$ cat config.mk
export PLATFORM = sky130hd
export DESIGN_NAME = adc_burst_capture
export DESIGN_NICKNAME = d
export VERILOG_FILES = /design/src/rtl/adc_burst_capture.sv
export SDC_FILE = /design/constraint.sdc
export NUM_CORES = 1
export LEC_CHECK = 0
export ABC_AREA = 1
export BUFFER_PORTS_ARGS = -buffer_cell sky130_fd_sc_hd__buf_4
export CAP_MARGIN = 20
export CORE_ASPECT_RATIO = 1.1
export CORE_MARGIN = 3
export CORE_UTILIZATION = 60
export DETAILED_ROUTE_END_ITERATION = 16
export HOLD_SLACK_MARGIN = 0.12
export PLACE_DENSITY = 0.81
export SLEW_MARGIN = 25
export SYNTH_ARGS = -nofsm -noshare
export SYNTH_HDL_FRONTEND = slang
export SYNTH_SLANG_ARGS = --single-unit
$ cat constraint.sdc
create_clock -name clk -period 2.8 [get_ports clk]
set_input_delay 0.56 -clock clk [delete_from_list [all_inputs] [get_ports clk]]
set_output_delay 0.56 -clock clk [all_outputs]
set_load 0.05 [all_outputs]
$ cat src/rtl/adc_burst_capture.sv
// adc_burst_capture: programmable-rate ADC sample clock generator with
// pipeline-latency compensation and burst/continuous capture.
//
// Ports:
//   clk, rst_n        system clock, asynchronous active-low reset
//   en                block enable; low aborts any activity
//   start             one-cycle start request (IDLE only)
//   div               sclk half-period minus one, in clk cycles (latched at start)
//   burst_len         samples to emit, 0 = continuous (latched at start)
//   adc_data          ADC output bus
//   sclk              registered ADC sample clock
//   dout, dout_valid  captured sample and its one-cycle strobe
//   busy              high while running
//   done              one-cycle pulse when a burst completes
//
// Build option: define ADC_OFFSET_BIN_EN to convert captured offset-binary
// data to two's complement (MSB inverted) before it reaches dout.

module adc_burst_capture #(
  parameter int unsigned CNT_W    = 12,
  parameter int unsigned DATA_W   = 12,
  parameter int unsigned LEN_W    = 16,
  parameter int unsigned PIPE_LAT = 7
) (
  input  logic              clk,
  input  logic              rst_n,
  input  logic              en,
  input  logic              start,
  input  logic [CNT_W-1:0]  div,
  input  logic [LEN_W-1:0]  burst_len,
  input  logic [DATA_W-1:0] adc_data,
  output logic              sclk,
  output logic [DATA_W-1:0] dout,
  output logic              dout_valid,
  output logic              busy,
  output logic              done
);

  // Fall counter only needs to reach PIPE_LAT, then it saturates.
  localparam int unsigned F_W = (PIPE_LAT < 1) ? 1 : $clog2(PIPE_LAT + 1);
  localparam logic [F_W-1:0] F_MAX = F_W'(PIPE_LAT);

  typedef enum logic [0:0] {
    S_IDLE = 1'b0,
    S_RUN  = 1'b1
  } state_t;

  state_t state, state_d;

  logic [CNT_W-1:0]  cnt, cnt_d;
  logic [CNT_W-1:0]  div_q, div_d;
  logic [LEN_W-1:0]  len_q, len_d;
  logic [LEN_W-1:0]  n, n_d;
  logic [F_W-1:0]    f, f_d;
  logic              fin_q, fin_d;
  logic              sclk_d;
  logic [DATA_W-1:0] dout_d;
  logic              dout_valid_d;
  logic              busy_d;
  logic              done_d;

  logic              tick;
  logic              fall;
  logic              emit;
  logic              last;
  logic [DATA_W-1:0] cap;

  // Divider terminal count, sclk falling edge, and whether this fall emits.
  assign tick = (cnt == div_q);
  assign fall = tick & sclk;
  assign emit = fall & (f == F_MAX);
  assign last = emit & (len_q != '0) & ((n + 1'b1) == len_q);

`ifdef ADC_OFFSET_BIN_EN
  assign cap = {~adc_data[DATA_W-1], adc_data[DATA_W-2:0]};
`else
  assign cap = adc_data;
`endif

  // State register.
  always_ff @(posedge clk or negedge rst_n) begin
    if (!rst_n) begin
      state <= S_IDLE;
    end else begin
      state <= state_d;
    end
  end

  // Next-state logic; fin_q delays the return to IDLE by one cycle after the last sample.
  always_comb begin
    state_d = state;
    case (state)
      S_IDLE: begin
        if (en && start) begin
          state_d = S_RUN;
        end
      end
      S_RUN: begin
        if (!en || fin_q) begin
          state_d = S_IDLE;
        end
      end
      default: state_d = S_IDLE;
    endcase
  end

  // Next values of the datapath and registered outputs.
  always_comb begin
    cnt_d        = cnt;
    div_d        = div_q;
    len_d        = len_q;
    n_d          = n;
    f_d          = f;
    fin_d        = 1'b0;
    sclk_d       = sclk;
    dout_d       = dout;
    dout_valid_d = 1'b0;
    done_d       = 1'b0;
    busy_d       = (state_d == S_RUN);
    case (state)
      S_IDLE: begin
        cnt_d  = '0;
        sclk_d = 1'b0;
        n_d    = '0;
        f_d    = '0;
        if (en && start) begin
          div_d = div;
          len_d = burst_len;
        end
      end
      S_RUN: begin
        if (!en || fin_q) begin
          // Abort or burst completion: park with sclk low.
          cnt_d  = '0;
          sclk_d = 1'b0;
          n_d    = '0;
          f_d    = '0;
          done_d = en & fin_q;
        end else begin
          cnt_d = tick ? '0 : cnt + 1'b1;
          if (tick) begin
            sclk_d = ~sclk;
          end
          if (fall) begin
            if (emit) begin
              dout_d       = cap;
              dout_valid_d = 1'b1;
              n_d          = n + 1'b1;
              fin_d        = last;
            end else begin
              f_d = f + 1'b1;
            end
          end
        end
      end
      default: begin
        cnt_d  = '0;
        sclk_d = 1'b0;
      end
    endcase
  end

  // Datapath and output registers.
  always_ff @(posedge clk or negedge rst_n) begin
    if (!rst_n) begin
      cnt        <= '0;
      div_q      <= '0;
      len_q      <= '0;
      n          <= '0;
      f          <= '0;
      fin_q      <= 1'b0;
      sclk       <= 1'b0;
      dout       <= '0;
      dout_valid <= 1'b0;
      busy       <= 1'b0;
      done       <= 1'b0;
    end else begin
      cnt        <= cnt_d;
      div_q      <= div_d;
      len_q      <= len_d;
      n          <= n_d;
      f          <= f_d;
      fin_q      <= fin_d;
      sclk       <= sclk_d;
      dout       <= dout_d;
      dout_valid <= dout_valid_d;
      busy       <= busy_d;
      done       <= done_d;
    end
  end

endmodule

==> results of run 1 <==
[cells by family after synthesis]
family | count (synthesis)
flops | 76
xor+xnor | 14
fa+ha+maj | 4
buf+inv | 66
simple gates | 314
mux | 15
compound gates | 38
[flip-flops by register name, summed over array words and instances, names as in the netlist]
signal      cells
busy            1
f               3
len_q          16
fin_q           1
dout           12
div_q          12
cnt            12
dout_valid      1
sclk            1
n              16
done            1
[stage by stage]
step	power [mW]	utilization [%]	hold slack, ps
4_1_cts	2.38	74.5	380
6_report	2.36	74.6	183
5_1_grt	2.49	74.6	265
3_3_place_gp	1.62	71.8	463
3_5_place_dp	1.64	71.8	470
2_1_floorplan	1.50	-	264
[metal layers]
metal | track usage, % | up-vias | share of wire (%)
met5 | 0 | - | 0
met4 | 13.9 | 0 | 3.1
met3 | 3.59 | 22 | 3.9
met2 | 43.6 | 74 | 51
met1 | 27.1 | 1658 | 42
li1 | - | 1788 | -
[final cells by class]
type | count | share of cell area (%)
flip-flops and latches | 76 | 40.2
inverters | 54 | 4.29
clock inverters | 6 | 0.873
well taps | 80 | 2.12
clock buffers | 10 | 2.70
multi-input cells | 385 | 39.6
repair buffers | 64 | 10.2
[worst reg2reg max path: stages, from the launching register on]
cell	delay, ps
sky130_fd_sc_hd__dfrtp_1	430
sky130_fd_sc_hd__xnor2_1	170
sky130_fd_sc_hd__nand2_1	70
sky130_fd_sc_hd__nor2_1	250
sky130_fd_sc_hd__nand2_2	140
sky130_fd_sc_hd__nor2_4	140
sky130_fd_sc_hd__nand3_2	460
sky130_fd_sc_hd__inv_2	410
sky130_fd_sc_hd__nand2_1	100
sky130_fd_sc_hd__nand2_1	60
[worst max-delay path by stage]
stage,depth (start not counted),to,from,slack (ps)
finish,9,dout[10]$_DFFE_PN0P_,cnt[7]$_DFF_PN0_,530
global route,9,dout[10]$_DFFE_PN0P_,cnt[7]$_DFF_PN0_,270
CTS,9,dout[4]$_DFFE_PN0P_,cnt[7]$_DFF_PN0_,530
detailed placement,7,dout[4]$_DFFE_PN0P_,en,420
global placement,7,dout[11]$_DFFE_PN0P_,en,520
floorplan,3,div_q[11]$_DFFE_PN0P_,busy$_DFF_PN0_,1070
[cell usage in the layout, fill, tap and decap left out]
cell type	n
sky130_fd_sc_hd__nand2_1	184
sky130_fd_sc_hd__dfrtp_1	76
sky130_fd_sc_hd__nor2_1	72
sky130_fd_sc_hd__buf_4	63
sky130_fd_sc_hd__inv_1	48
sky130_fd_sc_hd__nand3_1	33
sky130_fd_sc_hd__o21ai_0	19
sky130_fd_sc_hd__a21oi_1	16
sky130_fd_sc_hd__mux2_2	15
sky130_fd_sc_hd__nand3b_1	9
sky130_fd_sc_hd__clkbuf_8	9
sky130_fd_sc_hd__nand4_1	8
sky130_fd_sc_hd__inv_2	6
sky130_fd_sc_hd__xnor2_1	6
sky130_fd_sc_hd__xor2_1	6
sky130_fd_sc_hd__ha_1	4
sky130_fd_sc_hd__nor3b_1	3
sky130_fd_sc_hd__clkinvlp_4	3
sky130_fd_sc_hd__clkinv_2	2
sky130_fd_sc_hd__nor2_2	1
sky130_fd_sc_hd__nand2_2	1
sky130_fd_sc_hd__a31oi_1	1
sky130_fd_sc_hd__nor3_1	1
sky130_fd_sc_hd__o21a_1	1
sky130_fd_sc_hd__nor2_4	1
sky130_fd_sc_hd__nand3_2	1
sky130_fd_sc_hd__xor3_1	1
sky130_fd_sc_hd__o21bai_1	1
sky130_fd_sc_hd__xnor3_1	1
sky130_fd_sc_hd__clkinv_4	1
sky130_fd_sc_hd__clkbuf_1	1
sky130_fd_sc_hd__buf_6	1
[report_power, final]
| part | internal (mW) | switching, mW | leakage [nW] |
|---|---|---|---|
| registers | 1.18 | 0.0759 | 0.986 |
| logic | 0.177 | 0.179 | 1.31 |
| clock network | 0.320 | 0.422 | 0.0783 |
| total | 1.68 | 0.677 | 2.38 |
==> implementation parameters, run 1 <==
Parameter                              Value

Outcome
  Outcome    finished, final reports clean

Timing
  Final count of pins violating max slew    0
  Final Hold Vio Count    0
  Final setup fails    0
  Unrepaired setup endpoints after global routing    false
  Part of the cycle the worst path needs    around 81%
  Clock Skew    ~14 ps
  Slack of the critical path    around 530 ps
  Headroom to the max-slew limit    53.1%
  Minimum clock period after layout    ~2300 ps
  Final-layout setup total negative slack    0 ps
  Slew at the pin closest to its max-slew limit    roughly 700 ps
  Max Fclk    approximately 440 MHz

Pwr
  Worst IR drop on VDD    ~0.35 mV
  Power per cell area    around 500 mW/mm^2
  Leakage    approximately 2.4 nW

Worst setup path
  Arrival time worst endpoint    between 2000 and 3000 ps
  Cell type group with the largest total delay on the critical path    simple AND/OR/NAND/NOR gates
  Cell mode on critical path    sky130_fd_sc_hd__nand2_1
  Setup slack of the worst register-to-register path    about 530 ps
  Critical Path RT    about 3100 ps
  Count of cells along the worst register-to-register path    9
  Crit Reg-Reg Startpoint    cnt[7]$_DFF_PN0_
  Number of buffers and inverters on the critical path    1
  Kind of end point of the critical path    flip-flop
  Worst Path Class, Setup    reg2reg
  Critical path peak fanout    30
  Endpoint of the most critical register-to-register path    dout[10]$_DFFE_PN0P_
  Delay of the slowest critical-path stage    about 460 ps
  Critical Path Source Type    flip-flop
  Slowest cell on the critical path    sky130_fd_sc_hd__nand3_2
  Cells along the critical path    xnor2_1 > nand2_1 > nor2_1 > nand2_2 > nor2_4 > nand3_2 > inv_2 > nand2_1 > nand2_1

Synthesis
  Post-synthesis cell type with the largest combined area    sky130_fd_sc_hd__dfrtp_1
  Most common flop cell mapped by yosys    sky130_fd_sc_hd__dfrtp_1
  Combinational family with the most area after synthesis    simple AND/OR/NAND/NOR gates
  Most instantiated cells after synthesis    184 x sky130_fd_sc_hd__nand2_1, 76 x sky130_fd_sc_hd__dfrtp_1, 72 x sky130_fd_sc_hd__nor2_1
  Number of different library cells in the post-synthesis netlist    29
  Adder-cell share of the synthesized area    1.24%
  Yosys warning count    0
  Largest cells by area after synthesis    sky130_fd_sc_hd__dfrtp_1 47%, sky130_fd_sc_hd__nand2_1 17%, sky130_fd_sc_hd__nor2_1 6.7%
  Post-Syn Area per Cell    between 7 and 8 sq um
  Synth Cell Area    around 0.0040 sq mm
  Share of flip-flops with an asynchronous set or reset after synthesis    100%
  Register area share after synthesis    47.1%
  Multiplexer fraction of the synthesized cell area    4.19%
  Parity-gate share of the synthesized area counting xor and xnor cells    between 3 and 4%
  Cell with the most instances after synthesis    sky130_fd_sc_hd__nand2_1
  Number of enable flip-flop cells after synthesis    0
  Area share of and/or/nand/nor cells after synthesis    32.4%
  Cell count after synthesis    around 530
  Yosys top cell area share    between 40% and 50%
  Number of synthesized register bits    76
  Post-Synthesis Net Count    about 580
  Complex-gate fraction of the synthesized area    between 4 and 5%

Clocking
  Maximum clock path buffer count    2
  Hold Buf Count CTS    0
  Reg clk slew, reported paths    ~90 ps
  Root buf cell    sky130_fd_sc_hd__clkbuf_8
  Post-cts gate resize count    0
  TritonCTS Buffers    9
  Clock insertion delay at the later pin of the skew report    360 ps
  Post-CTS setup buffers    0
  H-tree level count    3
  TritonCTS Sinks    76
  TritonCTS clock tree    done

Final layout
  Multi-input logic area    0.00187 sq mm
  Storage cell area    roughly 0.0019 sq mm
  Layout net count    about 640
  Layout cell share with drive strength beyond 1    roughly 17%
  Final instance area    about 0.0047 sq mm
  Diodes inserted    0
  Final-layout fill cell count    500
  Layout overhead on the synthesized area    17.2%
  Post-route insts no fill    675

Global routing
  Wire length of the first global-routing pass    ~15000 um
  Largest net degree at the start of global routing    slightly below 80
  Number of antenna violations at the first check in global routing    0
  Number of global-route vias before repair    3594
  Remaining Overflow, GRT    0
  Total global-route track usage    24.3%

Placed design
  Total instance count after detailed placement    ~660
  Count of buffers inserted at the top-level ports    slightly below 60
  Standard cell area after detailed placement    around 0.0046 sq mm
  Post-Place Worst Slack    419 ps
  DPL Wire Length    ~6400 um
  Final weighted congestion in routability-driven placement    between 0.8 and 0.9

Floorplan
  Die Y    92.0 um
  Initial standard-cell utilization of the core    a little under two thirds
  Cell row count    30
  Horizontal extent of the die    between 80 and 90 um
  IO Pins    60
  Placeable Area    roughly 0.0063 sq mm
  Die area    about 0.0077 sq mm

Route
  Number of vias per cell after detailed routing    around 5.2
  Number of nets still failing antenna checks after routing    0
  First-pass detailed-route iteration total    4
  Wire per inst    13.1 um
  Total via count after detailed routing    around 3500
  Post-Route WL    8820 um
  Initial drt markers    around 190
  Detailed-route DRC error count    0

Run
  Max capacitance violation total    0

Min path
  Min-Delay Path Class    in2async
No activity file was read; power rests on OpenSTA's default activity.
==> inputs of run 2 (changes only) <==
--- a/config.mk
+++ b/config.mk
@@ -5,15 +5,15 @@
 export SDC_FILE = /design/constraint.sdc
 export NUM_CORES = 1
 export LEC_CHECK = 0
-export ABC_AREA = 1
+export ABC_AREA = 0
 export BUFFER_PORTS_ARGS = -buffer_cell sky130_fd_sc_hd__buf_4
 export CAP_MARGIN = 20
 export CORE_ASPECT_RATIO = 1.1
 export CORE_MARGIN = 3
-export CORE_UTILIZATION = 60
+export CORE_UTILIZATION = 51
 export DETAILED_ROUTE_END_ITERATION = 16
 export HOLD_SLACK_MARGIN = 0.12
-export PLACE_DENSITY = 0.81
+export PLACE_DENSITY = 0.74
 export SLEW_MARGIN = 25
 export SYNTH_ARGS = -nofsm -noshare
 export SYNTH_HDL_FRONTEND = slang
==> constraint.sdc (replaced) <==
create_clock -name clk -period 1.95 [get_ports clk]
set_input_delay 0.39 -clock clk [delete_from_list [all_inputs] [get_ports clk]]
set_output_delay 0.39 -clock clk [all_outputs]
set_load 0.05 [all_outputs]
==> run 2 against run 1 <==
Effect of this change: maximum frequency is 10% higher; routed wire length down 5.0%; synthesized cell count fell by 39%; clock power up 46%; the run now ends with negative setup slack left; worst hold slack better by 86 ps; clock skew is 4.9 ps lower; final cell count fell by 22%.
==> implementation parameters, run 2 <==
Parameter                              Value

Outcome
  Outcome    finished, violations left
  Violated checks    negative setup slack

Timing
  Final-layout setup total negative slack    -108 ps (-108 ps)
  Clock Skew    9.24 ps (-4.89 ps)
  Slack of the critical path    -108 ps (-636 ps)
  Final count of pins violating max slew    0 (unchanged)
  Slew at the pin closest to its max-slew limit    481 ps (-222 ps)
  Unrepaired setup endpoints after global routing    true
  Part of the cycle the worst path needs    106% (+24 points)
  Final Hold Vio Count    0 (unchanged)
  Max Fclk    486 MHz (+10%)
  Final setup fails    1 (+1)
  Minimum clock period after layout    2060 ps (-214 ps)
  Headroom to the max-slew limit    67.9% (+15 points)
  Minimum hold slack    269 ps (+86.3 ps)

Global routing
  Largest net degree at the start of global routing    37 (-52%)
  Number of global-route vias before repair    2886 (-20%)
  Total global-route track usage    20.9% (-3.3 points)
  Number of antenna violations at the first check in global routing    0 (unchanged)
  Wire length of the first global-routing pass    13500 um (-11%)
  Remaining Overflow, GRT    0 (unchanged)

Placed design
  Total instance count after detailed placement    497 (-25%)
  Final weighted congestion in routability-driven placement    0.848 (+2.0%)
  Post-Place Worst Slack    -115 ps (-534 ps)
  Count of buffers inserted at the top-level ports    59 (unchanged)
  DPL Wire Length    5630 um (-12%)
  Standard cell area after detailed placement    0.00460 sq mm (+0.91%)

Pwr
  Total design power    3.44 mW (+46%)
  Seq pwr share    53.0% (-0.4 points)
  Design internal power    2.54 mW (+51%)
  Logic pwr share    15.6% (+0.5 points)
  Power spent charging and discharging nets    0.904 mW (+33%)
  Power per cell area    674 mW/mm^2 (+35%)
  Sw Ratio    26.2% (-2.5 points)
  Worst IR drop on VDD    0.575 mV (+63%)
  Clk pwr share    31.4% (about the same)
  Leakage    2.38 nW (about the same)

Synthesis
  Most common flop cell mapped by yosys    sky130_fd_sc_hd__dfrtp_1
  Multiplexer fraction of the synthesized cell area    13.1% (+8.9 points)
  Number of different library cells in the post-synthesis netlist    39 (+34%)
  Number of synthesized register bits    76 (unchanged)
  Combinational family with the most area after synthesis    simple AND/OR/NAND/NOR gates
  Post-Synthesis Net Count    371 (-35%)
  Most instantiated cells after synthesis    76 x sky130_fd_sc_hd__dfrtp_1, 40 x sky130_fd_sc_hd__mux2_2, 39 x sky130_fd_sc_hd__nor2_1
  Cell with the most instances after synthesis    sky130_fd_sc_hd__dfrtp_1
  Share of flip-flops with an asynchronous set or reset after synthesis    100% (unchanged)
  Parity-gate share of the synthesized area counting xor and xnor cells    14.8% (+11 points)
  Post-Syn Area per Cell    11.6 sq um (+51%)
  Cell count after synthesis    323 (-39%)
  Yosys top cell area share    50.9% (+3.8 points)
  Yosys warning count    0 (unchanged)
  Area share of and/or/nand/nor cells after synthesis    16.6% (-16 points)
  Post-synthesis cell type with the largest combined area    sky130_fd_sc_hd__dfrtp_1
  Largest cells by area after synthesis    sky130_fd_sc_hd__dfrtp_1 51%, sky130_fd_sc_hd__mux2_2 12%, sky130_fd_sc_hd__xnor2_1 8.2%
  Adder-cell share of the synthesized area    1.34% (+0.099 points)
  Register area share after synthesis    50.9% (+3.8 points)
  Number of enable flip-flop cells after synthesis    0 (unchanged)
  Synth Cell Area    0.00373 sq mm (-7.4%)
  Complex-gate fraction of the synthesized area    1.37% (-3.5 points)

Floorplan
  Die area    0.00839 sq mm (+8.3%)
  Horizontal extent of the die    87.6 um (+4.1%)
  Placeable Area    0.00705 sq mm (+11%)
  Cell row count    32 (+6.7%)
  Initial standard-cell utilization of the core    53.0% (-11 points)
  Die Y    95.8 um (+4.1%)
  IO Pins    60 (unchanged)

Final layout
  Storage cell area    0.00191 sq mm (+0.33%)
  Leading cell type in the layout, fill and taps excluded    sky130_fd_sc_hd__buf_4
  Final instance area    0.00511 sq mm (+8.1%)
  Layout overhead on the synthesized area    37.0%
  Final core utilization    72.6% (-2.0 points)
  Final-layout fill cell count    482 (-3.6%)
  Diodes inserted    0 (unchanged)
  Biggest registers after layout    len_q (16), n (16)
  Post-route insts no fill    529 (-22%)
  Multi-input logic area    0.00195 sq mm (+4.4%)
  Layout net count    488 (-24%)
  Highest-count cells in the layout ignoring fill and taps    108 x sky130_fd_sc_hd__buf_4, 71 x sky130_fd_sc_hd__dfrtp_1, 38 x sky130_fd_sc_hd__nor2_1
  Layout cell share with drive strength beyond 1    46.2% (+29 points)

Worst setup path
  Kind of end point of the critical path    flip-flop
  Critical path peak fanout    6 (-80%)
  Critical Path RT    2200 ps (-900 ps)
  Worst Path Class, Setup    reg2reg
  Arrival time worst endpoint    2310 ps (-260 ps)
  Critical Path Source Type    flip-flop

Route
  Post-Route WL    8380 um (-5.0%)
  Met1 Wirelength    3520 um (-4.0%)
  Wire per inst    15.8 um (+21%)
  First-pass detailed-route iteration total    4 (unchanged)
  Number of vias per cell after detailed routing    5.34 (+1.8%)
  Routed length on met2    4250 um (-6.2%)
  Number of nets still failing antenna checks after routing    0 (unchanged)
  Wire length on met3    443 um (+27%)
  Total via count after detailed routing    2825 (-20%)
  Highest routing layer actually used    met4
  Initial drt markers    142 (-24%)
  Detailed-route DRC error count    0 (unchanged)

Min path
  Min-Delay Path Class    in2reg

Clocking
  Clock insertion delay at the later pin of the skew report    340 ps (-20 ps)
  H-tree level count    3 (unchanged)
  Maximum clock path buffer count    2 (unchanged)
  Root buf cell    sky130_fd_sc_hd__clkbuf_8
  TritonCTS Sinks    76 (unchanged)
  Reg clk slew, reported paths    80 ps (about the same)
  TritonCTS Buffers    9 (unchanged)
  TritonCTS clock tree    done

Run
  Max capacitance violation total    0 (unchanged)
==> run 2: cell types whose count changed after synthesis, sizes merged, moves of 22 or more <==
cell	change
nand2	-164
inv	-51
nor2	-34
xnor2	+29
mux2	+25
xor2	+22
==> run 2: worst paths after layout <==
check                               startpoint                    end  slack (ps)  depth (start not counted)
min in group asynchronous                rst_n    dout[5]$_DFFE_PN0P_         540                          2
min reg2reg                dout[1]$_DFFE_PN0P_    dout[1]$_DFFE_PN0P_         520                          1
max in group asynchronous                rst_n  len_q[15]$_DFFE_PN0P_         850                          3
max                           n[7]$_DFFE_PN0P_        fin_q$_DFF_PN0_        -110                          7
min                                     div[5]   div_q[5]$_DFFE_PN0P_         270                          2
max reg2reg                   n[7]$_DFFE_PN0P_        fin_q$_DFF_PN0_        -110                          7
==> run 2: area by class of cell <==
class,count,area share [%]
Clock buffer,11,2.96
Clock inverter,4,0.465
Inverter,3,0.220
Multi-Input combinational cell,233,38.2
Sequential cell,76,37.3
Tap cell,85,2.08
Timing Repair Buffer,117,18.8
==> run 2: per-layer routing <==
layer  vias up  track usage (%)
met1      1395             26.3
met4         0             8.70
met5         -                0
li1       1328                -
met2        83             34.5
met3        19             5.14
==> run 2: power groups by stage <==
stage               logic [mW]  registers [mW]  clock network [mW]
detailed placement       0.517            1.86                   0
floorplan                0.328            1.83                   0
finish                   0.537            1.83                1.08
global route             0.591            1.84                1.19
CTS                      0.528            1.83                1.11
global placement         0.502            1.85                   0
==> run 2: worst max-delay path, stage by stage, from the launching register on <==
cell and delay (ps):
sky130_fd_sc_hd__dfrtp_1 400, sky130_fd_sc_hd__nand4_4 180, sky130_fd_sc_hd__buf_6 180, sky130_fd_sc_hd__nor2_4 110, sky130_fd_sc_hd__and4_4 230, sky130_fd_sc_hd__xnor2_1 90
sky130_fd_sc_hd__or4_4 500, sky130_fd_sc_hd__nor4b_2 270
==> run 2: logic make-up (layout without fill, tap and decap cells) <==
logic type               after synthesis  in the layout
flip-flops                            76             76
AND/OR/NAND/NOR                      115            115
multiplexers                          44             44
adder cells (fa/ha/maj)                4              4
buffers and inverters                 14            135
AO/OA/AOI/OAI                          7              7
XOR/XNOR                              63             63
==> run 2: repair_timing <==
item,4_1_cts,5_1_grt
endpoints found under the setup margin,3,26
gates resized for setup,12,29
setup buffers,10,5
pin swaps,15,17
hold buffers,1,0
endpoints found under the hold margin,34,0
gates cloned,0,1
